File: config.mk
export PLATFORM = sky130hd
export DESIGN_NAME = mem_port_arbiter
export DESIGN_NICKNAME = d
export VERILOG_FILES = /design/src/rtl/mem_arb_pkg.sv /design/src/rtl/arb_starve_counter.sv /design/src/rtl/mem_port_arbiter.sv
export SDC_FILE = /design/constraint.sdc
export NUM_CORES = 1
export LEC_CHECK = 0
export ABC_AREA = 1
export BUFFER_PORTS_ARGS = -buffer_cell sky130_fd_sc_hd__buf_2
export CAP_MARGIN = 5
export CORE_AREA = 2 2 118 109
export CTS_BUF_LIST = sky130_fd_sc_hd__clkbuf_16
export CTS_CLUSTER_SIZE = 24
export DETAILED_ROUTE_END_ITERATION = 8
export DIE_AREA = 0 0 120 111
export PLACE_DENSITY_LB_ADDON = 0.08
export SLEW_MARGIN = 20
export SYNTH_ARGS = -nofsm -noshare
export SYNTH_HDL_FRONTEND = slang
export SYNTH_HIERARCHICAL = 1
export SYNTH_SLANG_ARGS = --single-unit
export TNS_END_PERCENT = 10
File: constraint.sdc
create_clock -name Clk -period 2.7 [get_ports Clk]
set_clock_uncertainty 0.15 [all_clocks]
set_input_delay 0.135 -clock Clk [delete_from_list [all_inputs] [get_ports Clk]]
set_output_delay 0.135 -clock Clk [all_outputs]
set_load 0.02 [all_outputs]
File: src/rtl/mem_arb_pkg.sv
// ---------------------------------------------------------------------------
// mem_arb_pkg
// Shared definitions for the instruction/data memory port arbiter.
//   arb_state_t : FSM encoding (IDLE, ACCESS, DONE)
//   PORT_I/D    : id of the requester that won the current transaction
//   CNT_W       : width of the starvation counter (holds limits up to 15)
// ---------------------------------------------------------------------------
package mem_arb_pkg;

  typedef enum logic [1:0] {
    IDLE   = 2'd0,
    ACCESS = 2'd1,
    DONE   = 2'd2
  } arb_state_t;

  localparam logic PORT_I = 1'b0;
  localparam logic PORT_D = 1'b1;

  localparam int CNT_W = 4;

endpackage

File: src/rtl/arb_starve_counter.sv
// ---------------------------------------------------------------------------
// arb_starve_counter
// Counts how many arbitrations in a row the instruction port has lost.
// Saturates at STARVE_LIMIT; once there, 'starved' forces the next
// arbitration in favour of the instruction port.
// Ports:
//   Clk, Reset : clock, synchronous active-high reset
//   clr        : instruction port was granted, restart the count
//   inc        : instruction port was waiting and lost to the data port
//   starved    : count has reached STARVE_LIMIT
// ---------------------------------------------------------------------------
module arb_starve_counter
  import mem_arb_pkg::*;
#(
  parameter int STARVE_LIMIT = 4
) (
  input  logic Clk,
  input  logic Reset,
  input  logic clr,
  input  logic inc,
  output logic starved
);

  localparam logic [CNT_W-1:0] LIMIT = CNT_W'(STARVE_LIMIT);

  logic [CNT_W-1:0] cnt;

  // The clear wins over the increment because both come from the same
  // arbitration decision and a grant to the instruction port is what
  // the counter exists to produce. Saturation keeps 'starved' asserted
  // until that grant actually happens.
  always_ff @(posedge Clk) begin
    if (Reset) begin
      cnt <= '0;
    end else if (clr) begin
      cnt <= '0;
    end else if (inc && (cnt != LIMIT)) begin
      cnt <= cnt + 1'b1;
    end
  end

  assign starved = (cnt == LIMIT);

endmodule

File: src/rtl/mem_port_arbiter.sv
// ---------------------------------------------------------------------------
// mem_port_arbiter
// Shares one single-port unified memory between instruction fetch (I) and
// load/store (D). A request is latched in IDLE, drives the memory for one
// ACCESS cycle, and is acknowledged with a one-cycle pulse in DONE together
// with the registered read data. D has priority; a starvation counter hands
// the memory to I after STARVE_LIMIT consecutive lost arbitrations.
// Ports:
//   Clk, Reset                  : clock, synchronous active-high reset
//   i_req, i_addr               : fetch request and address
//   i_ack, i_rdata              : fetch acknowledge pulse and fetched word
//   d_req, d_we, d_addr, d_wdata: load/store request, type, address, data
//   d_ack, d_rdata              : load/store acknowledge pulse, loaded word
//   mem_addr, mem_wdata, mem_we : memory address, write data, write enable
//   mem_rdata                   : asynchronous memory read data
//   busy                        : a transaction is in ACCESS or DONE
// ---------------------------------------------------------------------------
module mem_port_arbiter
  import mem_arb_pkg::*;
#(
  parameter int ADDR_W       = 32,
  parameter int DATA_W       = 32,
  parameter int STARVE_LIMIT = 4
) (
  input  logic              Clk,
  input  logic              Reset,
  input  logic              i_req,
  input  logic [ADDR_W-1:0] i_addr,
  output logic              i_ack,
  output logic [DATA_W-1:0] i_rdata,
  input  logic              d_req,
  input  logic              d_we,
  input  logic [ADDR_W-1:0] d_addr,
  input  logic [DATA_W-1:0] d_wdata,
  output logic              d_ack,
  output logic [DATA_W-1:0] d_rdata,
  output logic [ADDR_W-1:0] mem_addr,
  output logic [DATA_W-1:0] mem_wdata,
  output logic              mem_we,
  input  logic [DATA_W-1:0] mem_rdata,
  output logic              busy
);

  arb_state_t        state;
  arb_state_t        nextState;

  logic [ADDR_W-1:0] latchAddr;
  logic [DATA_W-1:0] latchWdata;
  logic              latchWe;
  logic              latchId;

  logic              starved;
  logic              anyReq;
  logic              grantI;
  logic              takeReq;
  logic              cntInc;
  logic              cntClr;

  // Arbitration. D wins whenever it asks, except when I has been waiting
  // long enough to be starved. The decision only takes effect in IDLE.
  assign anyReq  = i_req | d_req;
  assign grantI  = i_req & (~d_req | starved);
  assign takeReq = (state == IDLE) & anyReq;
  assign cntInc  = takeReq & i_req & ~grantI;
  assign cntClr  = takeReq & grantI;

  arb_starve_counter #(
    .STARVE_LIMIT(STARVE_LIMIT)
  ) uStarve (
    .Clk     (Clk),
    .Reset   (Reset),
    .clr     (cntClr),
    .inc     (cntInc),
    .starved (starved)
  );

  // State register. Reset drops straight back to IDLE, so a transaction
  // interrupted by Reset never reaches DONE and is never acknowledged.
  always_ff @(posedge Clk) begin
    if (Reset) begin
      state <= IDLE;
    end else begin
      state <= nextState;
    end
  end

  // Next-state logic. Only IDLE looks at the requests; ACCESS and DONE
  // are fixed single cycles, which is what gives the 3-cycle cadence.
  always_comb begin
    nextState = state;
    unique case (state)
      IDLE:    nextState = anyReq ? ACCESS : IDLE;
      ACCESS:  nextState = DONE;
      DONE:    nextState = IDLE;
      default: nextState = IDLE;
    endcase
  end

  // Output decode. Everything here depends only on the state register and
  // the latched transaction, so no request input reaches an output
  // combinationally. Because mem_we is decoded from state, a store whose
  // ACCESS cycle lines up with Reset still writes at that edge.
  always_comb begin
    mem_we = 1'b0;
    i_ack  = 1'b0;
    d_ack  = 1'b0;
    busy   = 1'b0;
    unique case (state)
      ACCESS: begin
        mem_we = latchWe & (latchId == PORT_D);
        busy   = 1'b1;
      end
      DONE: begin
        i_ack = (latchId == PORT_I);
        d_ack = (latchId == PORT_D);
        busy  = 1'b1;
      end
      default: begin
        mem_we = 1'b0;
      end
    endcase
  end

  // Transaction latch and read-data capture. The winner's payload is
  // latched on the IDLE edge; a fetch latches we=0 and zero write data so
  // the memory bus never carries a stale store. In ACCESS the asynchronous
  // memory data is captured into the winner's read register, which also
  // holds a defined value after a store.
  always_ff @(posedge Clk) begin
    if (Reset) begin
      latchAddr  <= '0;
      latchWdata <= '0;
      latchWe    <= 1'b0;
      latchId    <= PORT_I;
      i_rdata    <= '0;
      d_rdata    <= '0;
    end else begin
      if (takeReq) begin
        latchId    <= grantI ? PORT_I : PORT_D;
        latchAddr  <= grantI ? i_addr : d_addr;
        latchWe    <= grantI ? 1'b0 : d_we;
        latchWdata <= grantI ? '0 : d_wdata;
      end
      if (state == ACCESS) begin
        if (latchId == PORT_D) begin
          d_rdata <= mem_rdata;
        end else begin
          i_rdata <= mem_rdata;
        end
      end
    end
  end

  assign mem_addr  = latchAddr;
  assign mem_wdata = latchWdata;

endmodule
Yosys cells after proc, flatten, opt, wreduce, memory -nomap -nowiden

Index checks and enable logic that the tools add are counted.

Register bits after elaboration: 136
Bits in latches: 0
RAM bits: 0
Memory bits (read-only): 0
Input bits: 133
Output and inout bits: 132
Logic and storage cells: 40
Memories kept: 0

Add/sub/neg operators: 1
$mul: 0
Div/mod/pow operators: 0
$lt $le $gt $ge: 0
Equal/unequal tests: 4
Shift operators: 0
Multiplexer cells: 10
Bitwise operators: 11
Reductions and logical operators: 6

Operators with widths:

| cell                                                  | number |
|---|---|
| two-way mux 32 bit                                    | 2 |
| two-way mux 1 bit                                     | 7 |
| bitwise AND 1 bit                                     | 6 |
| adder 4 x 1 -> 4 bit, second input constant           | 1 |
| == test 4 x 3 -> 1 bit, second input constant         | 1 |
| inequality test 4 x 3 -> 1 bit, second input constant | 1 |
| case mux 2 bit (2 select lines)                       | 1 |
| AND reduction 2 bit                                   | 2 |
| OR reduction 2 bit                                    | 2 |
| inverter 1 bit                                        | 3 |
| == test 2 x 1 -> 1 bit, second input constant         | 1 |
| == test 2 bit, second input constant                  | 1 |
| logical NOT 2 bit                                     | 1 |
| bitwise OR 1 bit                                      | 2 |
| logical AND 1 bit                                     | 1 |

Longest topological paths before layout

Gate-level depths: netlist (run 1).

Word-level depth: 6
Depth in mapped cells: 16
Mapped depth without buffers: 15

Cells and area by module

The synthesis (run 1) kept the hierarchy.

Modules (own cells, without submodules):

| module             | instances | cells an instance | area an instance (um^2) | seq. area each (um^2) |
|---|---|---|---|---|
| mem_port_arbiter   | 1         | 722               | 5190.0                  | 2642.5 |
| arb_starve_counter | 1         | 36                | 242.7                   | 80.1 |

Least setup slack after synthesis (run 1)

Ideal clock, no wire load.

Path kind: register -> register
Start point: register uStarve.cnt[0]
End point: register uStarve.cnt[2]
Setup time: 0.066 ns
Arrival: 1.769 ns
Data required time: 2.484 ns
Setup slack: 0.715 ns
Cell stages (with the launch flop): 17
Buffers on the path: 1
Period minus slack after synthesis: 1.985 ns
Cell sequence: dfxtp_1 -> inv_1 -> ha_1 -> nand3_2 -> inv_1 -> inv_1 -> nand2_1 -> nand2_4 -> nand2_4 -> inv_4 -> buf_6 -> nand2_1 -> inv_1 -> nand2_2 -> inv_1 -> nand2_1 -> a21boi_2

Longest elaborated chain between the ends: 6
Elaborated cells on any way between the ends: 10
Classes of those cells: add/sub: 1; eq/ne: 2; bitwise: 5; reduce/logical: 2

Ends and longest elaborated chain:

| element                  | RTL line                 | source |
|---|---|---|
| start: declaration       | arb_starve_counter.sv:26 | `logic [CNT_W-1:0] cnt;` |
| start signal: assignment | arb_starve_counter.sv:38 | `cnt <= cnt + 1'b1;` |
| == test 4 x 3 -> 1 bit   | arb_starve_counter.sv:42 | `assign starved = (cnt == LIMIT);` |
| net starved              | mem_port_arbiter.sv:52   | `logic starved;` |
| bitwise OR 1 bit         | mem_port_arbiter.sv:62   | `assign grantI = i_req & (~d_req \| starved);` |
| bitwise AND 1 bit        | mem_port_arbiter.sv:62   |  |
| inverter 1 bit           | mem_port_arbiter.sv:64   | `assign cntInc = takeReq & i_req & ~grantI;` |
| bitwise AND 1 bit        | mem_port_arbiter.sv:64   |  |
| net cntInc               | mem_port_arbiter.sv:56   | `logic cntInc;` |
| logical AND 1 bit        | arb_starve_counter.sv:37 | `end else if (inc && (cnt != LIMIT)) begin` |

The timed path passes the listed nets, and every way through them passes these cells.
A chain may end at the register's enable or synchronous reset.

Final worst setup path (run 1)

Start point: register uStarve.cnt[0]
End point: register latchAddr[16], in the netlist mem_addr[16]

Longest elaborated chain between the ends: 4

Ends and longest elaborated chain:

| element                | RTL line                 | source |
|---|---|---|
| == test 4 x 3 -> 1 bit | arb_starve_counter.sv:42 |  |
| net starved            | mem_port_arbiter.sv:52   |  |
| bitwise OR 1 bit       | mem_port_arbiter.sv:62   |  |
| bitwise AND 1 bit      | mem_port_arbiter.sv:62   |  |
| two-way mux 32 bit     | mem_port_arbiter.sv:140  | `latchAddr <= grantI ? i_addr : d_addr;` |
| end signal: assignment | mem_port_arbiter.sv:140  |  |
| end: declaration       | mem_port_arbiter.sv:47   | `logic [ADDR_W-1:0] latchAddr;` |

The timed path passes the listed nets, and every way through them passes these cells.

==> results.sh, run 1 <==
export IMPL_synth_top_area_share_pct=50.1
export IMPL_ys_flop_type="dfxtp_1"
export IMPL_cts_path_max_buffers=2
export IMPL_tritoncts="yes"
export IMPL_p_leak_nw=4.42
export IMPL_vias_per_cell=4.78
export IMPL_synthToLayoutAreaGrowth_pct=59.4
export IMPL_netSwitchingPower_w=0.00159
export IMPL_worst_pin_slew_ns=1.08
export IMPL_h_tree_depth=4
export IMPL_grt_usage_pct=26.9
export IMPL_cts_setup_buffers=0
export IMPL_clockPowerShare_pct=37.6
export IMPL_period_share_pct=91.7
export IMPL_required_ns=2.85
export IMPL_wire_per_inst_um=13.5
export IMPL_synth_seq_cells=136
export IMPL_sequentialPowerShare_pct=40.8
export IMPL_synth_area_um2=5430
export IMPL_dp_cells=1149
export IMPL_start_kind="flip-flop"
export IMPL_min_period_ns=2.48
export IMPL_first_pass_iters=5
export IMPL_gp_congestion=0.800
export IMPL_cts_sinks=136
export IMPL_async_flop_share_pct=0
export IMPL_p_sw_share_pct=28.9
export IMPL_synth_area_leader_cell="dfxtp_1"
export IMPL_finalHoldViolations=0
export IMPL_fin_tns_setup_ns=0
export IMPL_grt_pass1_vias=5994
export IMPL_synthTopCellsByCount="215 x nor2_1, 143 x nand2_1, 136 x dfxtp_1"
export IMPL_diodes=0
export IMPL_drive_above_1_share_pct=27.2
export IMPL_cts_root_buf="clkbuf_16"
export IMPL_seq_area_frac_synth_pct=50.1
export IMPL_clk_pin_slew_ns=0.05
export IMPL_synth_edf_count=0
export IMPL_antenna_found_initial=0
export IMPL_initial_core_util_pct=44.4
export IMPL_combPwrFrac_pct=21.5
export IMPL_setup_viol=0
export IMPL_maxCapViolCount=0
export IMPL_maxSlewViolCount=0
export IMPL_finalNonFillerCells=1311
export IMPL_path_class="flip-flop to flip-flop"
export IMPL_dpl_hpwl_mm=10.5
export IMPL_core_area_um2=12200
export IMPL_arrival_ns=2.62
export IMPL_nets=1272
export IMPL_crit_path_end_kind="flip-flop"
export IMPL_numCtsBuffers=17
export IMPL_die_h_um=111
export IMPL_rsz0062_at_grt="false"
export IMPL_fmax_ghz=0.404
export IMPL_grt_pass1_wl_mm=28.8
export IMPL_grt_overflow_total=0
export IMPL_p_per_area_nw_per_um2=633
export IMPL_ys_types=21
export IMPL_peakVddDrop_v=0.000443
export IMPL_worstSkewPairLatency_ns=0.41
export IMPL_hold_class="primary input to flip-flop"
export IMPL_cp_max_fo=26
export IMPL_synth_warnings=6
export IMPL_drt_iter0_markers=505
export IMPL_total_power_w=0.00548
export IMPL_antenna_left=0
export IMPL_status="finished, final reports clean"
export IMPL_die_w_um=120
export IMPL_synthCells=758
export IMPL_io_buffer_count=264
export IMPL_fin_hold_ws_ns=0.142
export IMPL_vias=6270
export IMPL_fp_row_count=39
export IMPL_p_int_w=0.00390
export IMPL_syn_nets=896
export IMPL_r2r_cells=13
export IMPL_die_area_um2=13300
export IMPL_synth_most_common_cell="nor2_1"
export IMPL_drc_errors=0
export IMPL_grt_max_degree=72
export IMPL_avgSynthCellArea_um2=7.17
export IMPL_slew_headroom_pct=27.9
export IMPL_ioPinCount=265
export IMPL_hold_depth=6
export IMPL_wirelength_mm=17.8
export IMPL_synth_area_leaders="dfxtp_1 50%, nor2_1 15%, nand2_1 9.9%"
[power groups by stage]
stage | clock network [W] | registers (W) | logic, W
floorplan | 0 | 0.00246 | 0.000421
global placement | 0 | 0.00227 | 0.000950
detailed placement | 0 | 0.00228 | 0.000953
CTS | 0.00210 | 0.00224 | 0.00116
global route | 0.00219 | 0.00225 | 0.00129
finish | 0.00206 | 0.00224 | 0.00118
[logic make-up (layout without fill, tap and decap cells)]
logic type	count (synthesis)	in the layout	share of synthesized area [%]
AND/OR/NAND/NOR	413	413	31.2
adder cells (fa/ha/maj)	5	5	1.15
buffers and inverters	102	491	7.92
AO/OA/AOI/OAI	102	102	9.58
flip-flops	136	136	50.1
[worst max-delay path, cell delays in order (launching register included)]
cell and delay (ns):
dfxtp_1 0.32, inv_1 0.10, ha_1 0.17, nand3_2 0.12
inv_1 0.07, inv_1 0.03, nand2_1 0.11, nand2_4 0.12
nand2_4 0.11, buf_6 0.24, nor2_1 0.06, nor2_1 0.12
dlygate4sd3_1 0.57, nor2_1 0.04
[per-layer routing]
| metal | global-route usage (%) | wire length, um |
|---|---|---|
| met1 | 31.5 | 7570 |
| met5 | 0 | 0 |
| met3 | 8.85 | 1320 |
| met4 | 11.1 | 493 |
| met2 | 45.0 | 8370 |
[through the flow]
step           setup WS (ns)  cell area, um2  util, %
2_1_floorplan          0.715            5430        -
3_3_place_gp           0.601            6830     55.8
3_5_place_dp           0.546            6830     55.8
4_1_cts                0.196            8660     70.7
5_1_grt               0.0427            8660     70.7
6_report               0.224            8660     70.7
[final cells by class]
| cell class | count | area, um2 |
|---|---|---|
| Inverter | 53 | 201 |
| Timing Repair Buffer | 406 | 2720 |
| Multi-Input combinational cell | 520 | 2290 |
| Tap cell | 164 | 205 |
| Fill cell | 1038 | 3590 |
| Clock buffer | 17 | 425 |
| Sequential cell | 136 | 2720 |
| Clock inverter | 15 | 100 |
[timing repair]
action | 4_1_cts | 5_1_grt
hold buffers | 130 | 0
hold endpoints to repair | 132 | 0
setup endpoints to repair | 0 | 8
resized for setup | 0 | 1
[placed cells by master, fill, tap and decap left out, drive strengths merged]
cell / Yosys / routed
a21boi: 1 / 1
a21oi: 34 / 34
buf: 13 / 276
bufinv: 0 / 1
clkbuf: 36 / 17
clkinv: 0 / 7
clkinvlp: 0 / 2
dfxtp: 136 / 136
dlygate4sd3: 0 / 130
ha: 5 / 5
inv: 53 / 58
nand2: 146 / 146
nand3: 16 / 16
nand4: 33 / 33
nor2: 218 / 218
o21ai: 67 / 67
[sequential cells by signal (all words and copies together) (netlist names)]
signal / count
i_rdata: 32
mem_addr: 32
uStarve/cnt: 4
latchWe: 1
state: 2
latchId: 1
mem_wdata: 32
d_rdata: 32
[final timing paths]
check	slack (ns)	endpoint	start
setup / recovery	0.22	mem_addr[16]	uStarve/cnt[0]
hold / removal	0.14	uStarve/cnt[3]	i_req
setup reg to reg	0.22	mem_addr[16]	uStarve/cnt[0]
hold reg to reg	0.31	mem_wdata[12]	mem_wdata[12]
(Power assumes the default switching activity.)
==> inputs of run 2 (changes only) <==
--- a/config.mk
+++ b/config.mk
@@ -8,11 +8,12 @@
 export ABC_AREA = 1
 export BUFFER_PORTS_ARGS = -buffer_cell sky130_fd_sc_hd__buf_2
 export CAP_MARGIN = 5
-export CORE_AREA = 2 2 118 109
+export CORE_AREA = 2 2 107 119
 export CTS_BUF_LIST = sky130_fd_sc_hd__clkbuf_16
 export CTS_CLUSTER_SIZE = 24
 export DETAILED_ROUTE_END_ITERATION = 8
-export DIE_AREA = 0 0 120 111
+export DIE_AREA = 0 0 109 121
+export GPL_TIMING_DRIVEN = 0
 export PLACE_DENSITY_LB_ADDON = 0.08
 export SLEW_MARGIN = 20
 export SYNTH_ARGS = -nofsm -noshare
==> results.sh, run 2 (synthesis results as in run 1) <==
export IMPL_p_per_area_nw_per_um2=655
export IMPL_cpMaxStageDelayCell="dlygate4sd3_1"
export IMPL_peakVddDrop_v=0.000390
export IMPL_dpl_hpwl_mm=11.9
export IMPL_fp_row_count=42
export IMPL_io_buffer_count=263
export IMPL_crit_path_end_kind="flip-flop"
export IMPL_grt_max_degree=17
export IMPL_ioPinCount=265
export IMPL_cpLargestDelayFamily="buffers and inverters"
export IMPL_h_tree_depth=4
export IMPL_clockPowerShare_pct=40.6
export IMPL_critPathMaxStageDelay_ns=0.56
export IMPL_p_int_w=0.00413
export IMPL_diodes=0
export IMPL_vias_per_cell=4.69
export IMPL_slew_headroom_pct=64.0
export IMPL_p_leak_nw=4.48
export IMPL_fin_tns_setup_ns=0
export IMPL_cp_max_fo=10
export IMPL_arrival_ns=2.63
export IMPL_netSwitchingPower_w=0.00165
export IMPL_path_class="flip-flop to flip-flop"
export IMPL_synthToLayoutAreaGrowth_pct=62.7
export IMPL_cts_path_max_buffers=2
export IMPL_vias=6272
export IMPL_finalNonFillerCells=1336
export IMPL_drt_iter0_markers=354
export IMPL_final_common_cell="buf_2"
export IMPL_grt_usage_pct=27.1
export IMPL_maxCapViolCount=0
export IMPL_wire_per_inst_um=13.4
export IMPL_crit_path_cell_trace="inv_1, ha_1, nand3_2, inv_1, inv_1, nand2_2, nand2_4, nand2_4, buf_4, nor2_1, nor2_1, dlygate4sd3_1, nor2_1"
export IMPL_cts_sinks=136
export IMPL_start_kind="flip-flop"
export IMPL_final_cell_mix="269 x buf_2, 215 x nor2_1, 142 x nand2_1, 136 x dfxtp_1, 129 x dlygate4sd3_1"
export IMPL_worst_pin_slew_ns=0.540
export IMPL_drive_above_1_share_pct=26.8
export IMPL_worstSkewPairLatency_ns=0.41
export IMPL_sequentialPowerShare_pct=38.7
export IMPL_grt_overflow_total=0
export IMPL_status="finished, final reports clean"
export IMPL_tritoncts="yes"
export IMPL_numCtsBuffers=17
export IMPL_finalHoldViolations=0
export IMPL_first_pass_iters=4
export IMPL_cts_setup_buffers=0
export IMPL_wirelength_mm=18.0
export IMPL_min_period_ns=2.50
export IMPL_gp_congestion=0.774
export IMPL_die_w_um=109
export IMPL_fin_hold_ws_ns=0.0267
export IMPL_die_h_um=121
export IMPL_required_ns=2.83
export IMPL_initial_core_util_pct=45.5
export IMPL_p_sw_share_pct=28.6
export IMPL_period_share_pct=92.5
export IMPL_nets=1307
export IMPL_core_area_um2=11900
export IMPL_grt_pass1_wl_mm=28.2
export IMPL_hold_class="primary input to flip-flop"
export IMPL_fmax_ghz=0.400
export IMPL_die_area_um2=13200
export IMPL_dp_cells=1175
export IMPL_drc_errors=0
export IMPL_combPwrFrac_pct=20.7
export IMPL_setup_viol=0
export IMPL_rsz0062_at_grt="false"
export IMPL_antenna_found_initial=0
export IMPL_antenna_left=0
export IMPL_cp_num_buf_inv=5
export IMPL_clk_pin_slew_ns=0.06
export IMPL_maxSlewViolCount=0
export IMPL_grt_pass1_vias=6151
export IMPL_cts_root_buf="clkbuf_16"
run 2: cell type report:
type                       count  area (um2)
buffer                        49         230
clock buffer                  17         425
inverter                      53         201
fill                         960        3090
clock inverter                15         176
sequential                   136        2720
timing repair buffer         392        2610
multi-input combinational    520        2280
tap                          154         193
run 2: path summary, 6_finish.rpt:
path / from / end / slack (ns) / cells past startpoint
max: uStarve/cnt[0] / mem_addr[21] / 0.20 / 13
min: i_addr[19] / mem_addr[19] / 0.03 / 5
max reg2reg: uStarve/cnt[0] / mem_addr[21] / 0.20 / 13
min reg2reg: mem_wdata[10] / mem_wdata[10] / 0.31 / 2
run 2: per-layer routing:
layer | global-route usage, % | wire (um)
met5 | 0 | 0
met4 | 9.78 | 459
met3 | 9.83 | 1510
met2 | 49.2 | 9130
met1 | 28.1 | 6870
run 2: repair_timing:
action / 4_1_cts / 5_1_grt
resized for setup: 0 / 3
setup endpoints to repair: 0 / 28
hold endpoints to repair: 133 / 0
hold buffers: 129 / 0
run 2: metrics by stage:
step / setup slack [ns] / instance area, um2 / power, W / utilization [%]
final: 0.201 / 8840 / 0.00579 / 74.1
after detailed placement: 0.393 / 6940 / 0.00325 / 58.2
after CTS: 0.144 / 8830 / 0.00581 / 74.1
after global routing: 0.0227 / 8840 / 0.00606 / 74.1
after floorplan: 0.715 / 5430 / 0.00288 / -
after global placement: 0.379 / 6940 / 0.00325 / 58.2
run 2: power by group through the flow:
stage          Clock [W]  Sequential [W]  Combinational [W]
2_1_floorplan          0         0.00246           0.000421
3_3_place_gp           0         0.00227           0.000975
3_5_place_dp           0         0.00228           0.000977
4_1_cts          0.00239         0.00224            0.00119
5_1_grt          0.00249         0.00225            0.00132
6_report         0.00235         0.00224            0.00120
run 2: worst min-delay path, delay by kind of cell:
kind | cells | cell delay (ns)
buffers and inverters | 1 | 0.08
AND/OR/NAND/NOR | 4 | 0.34
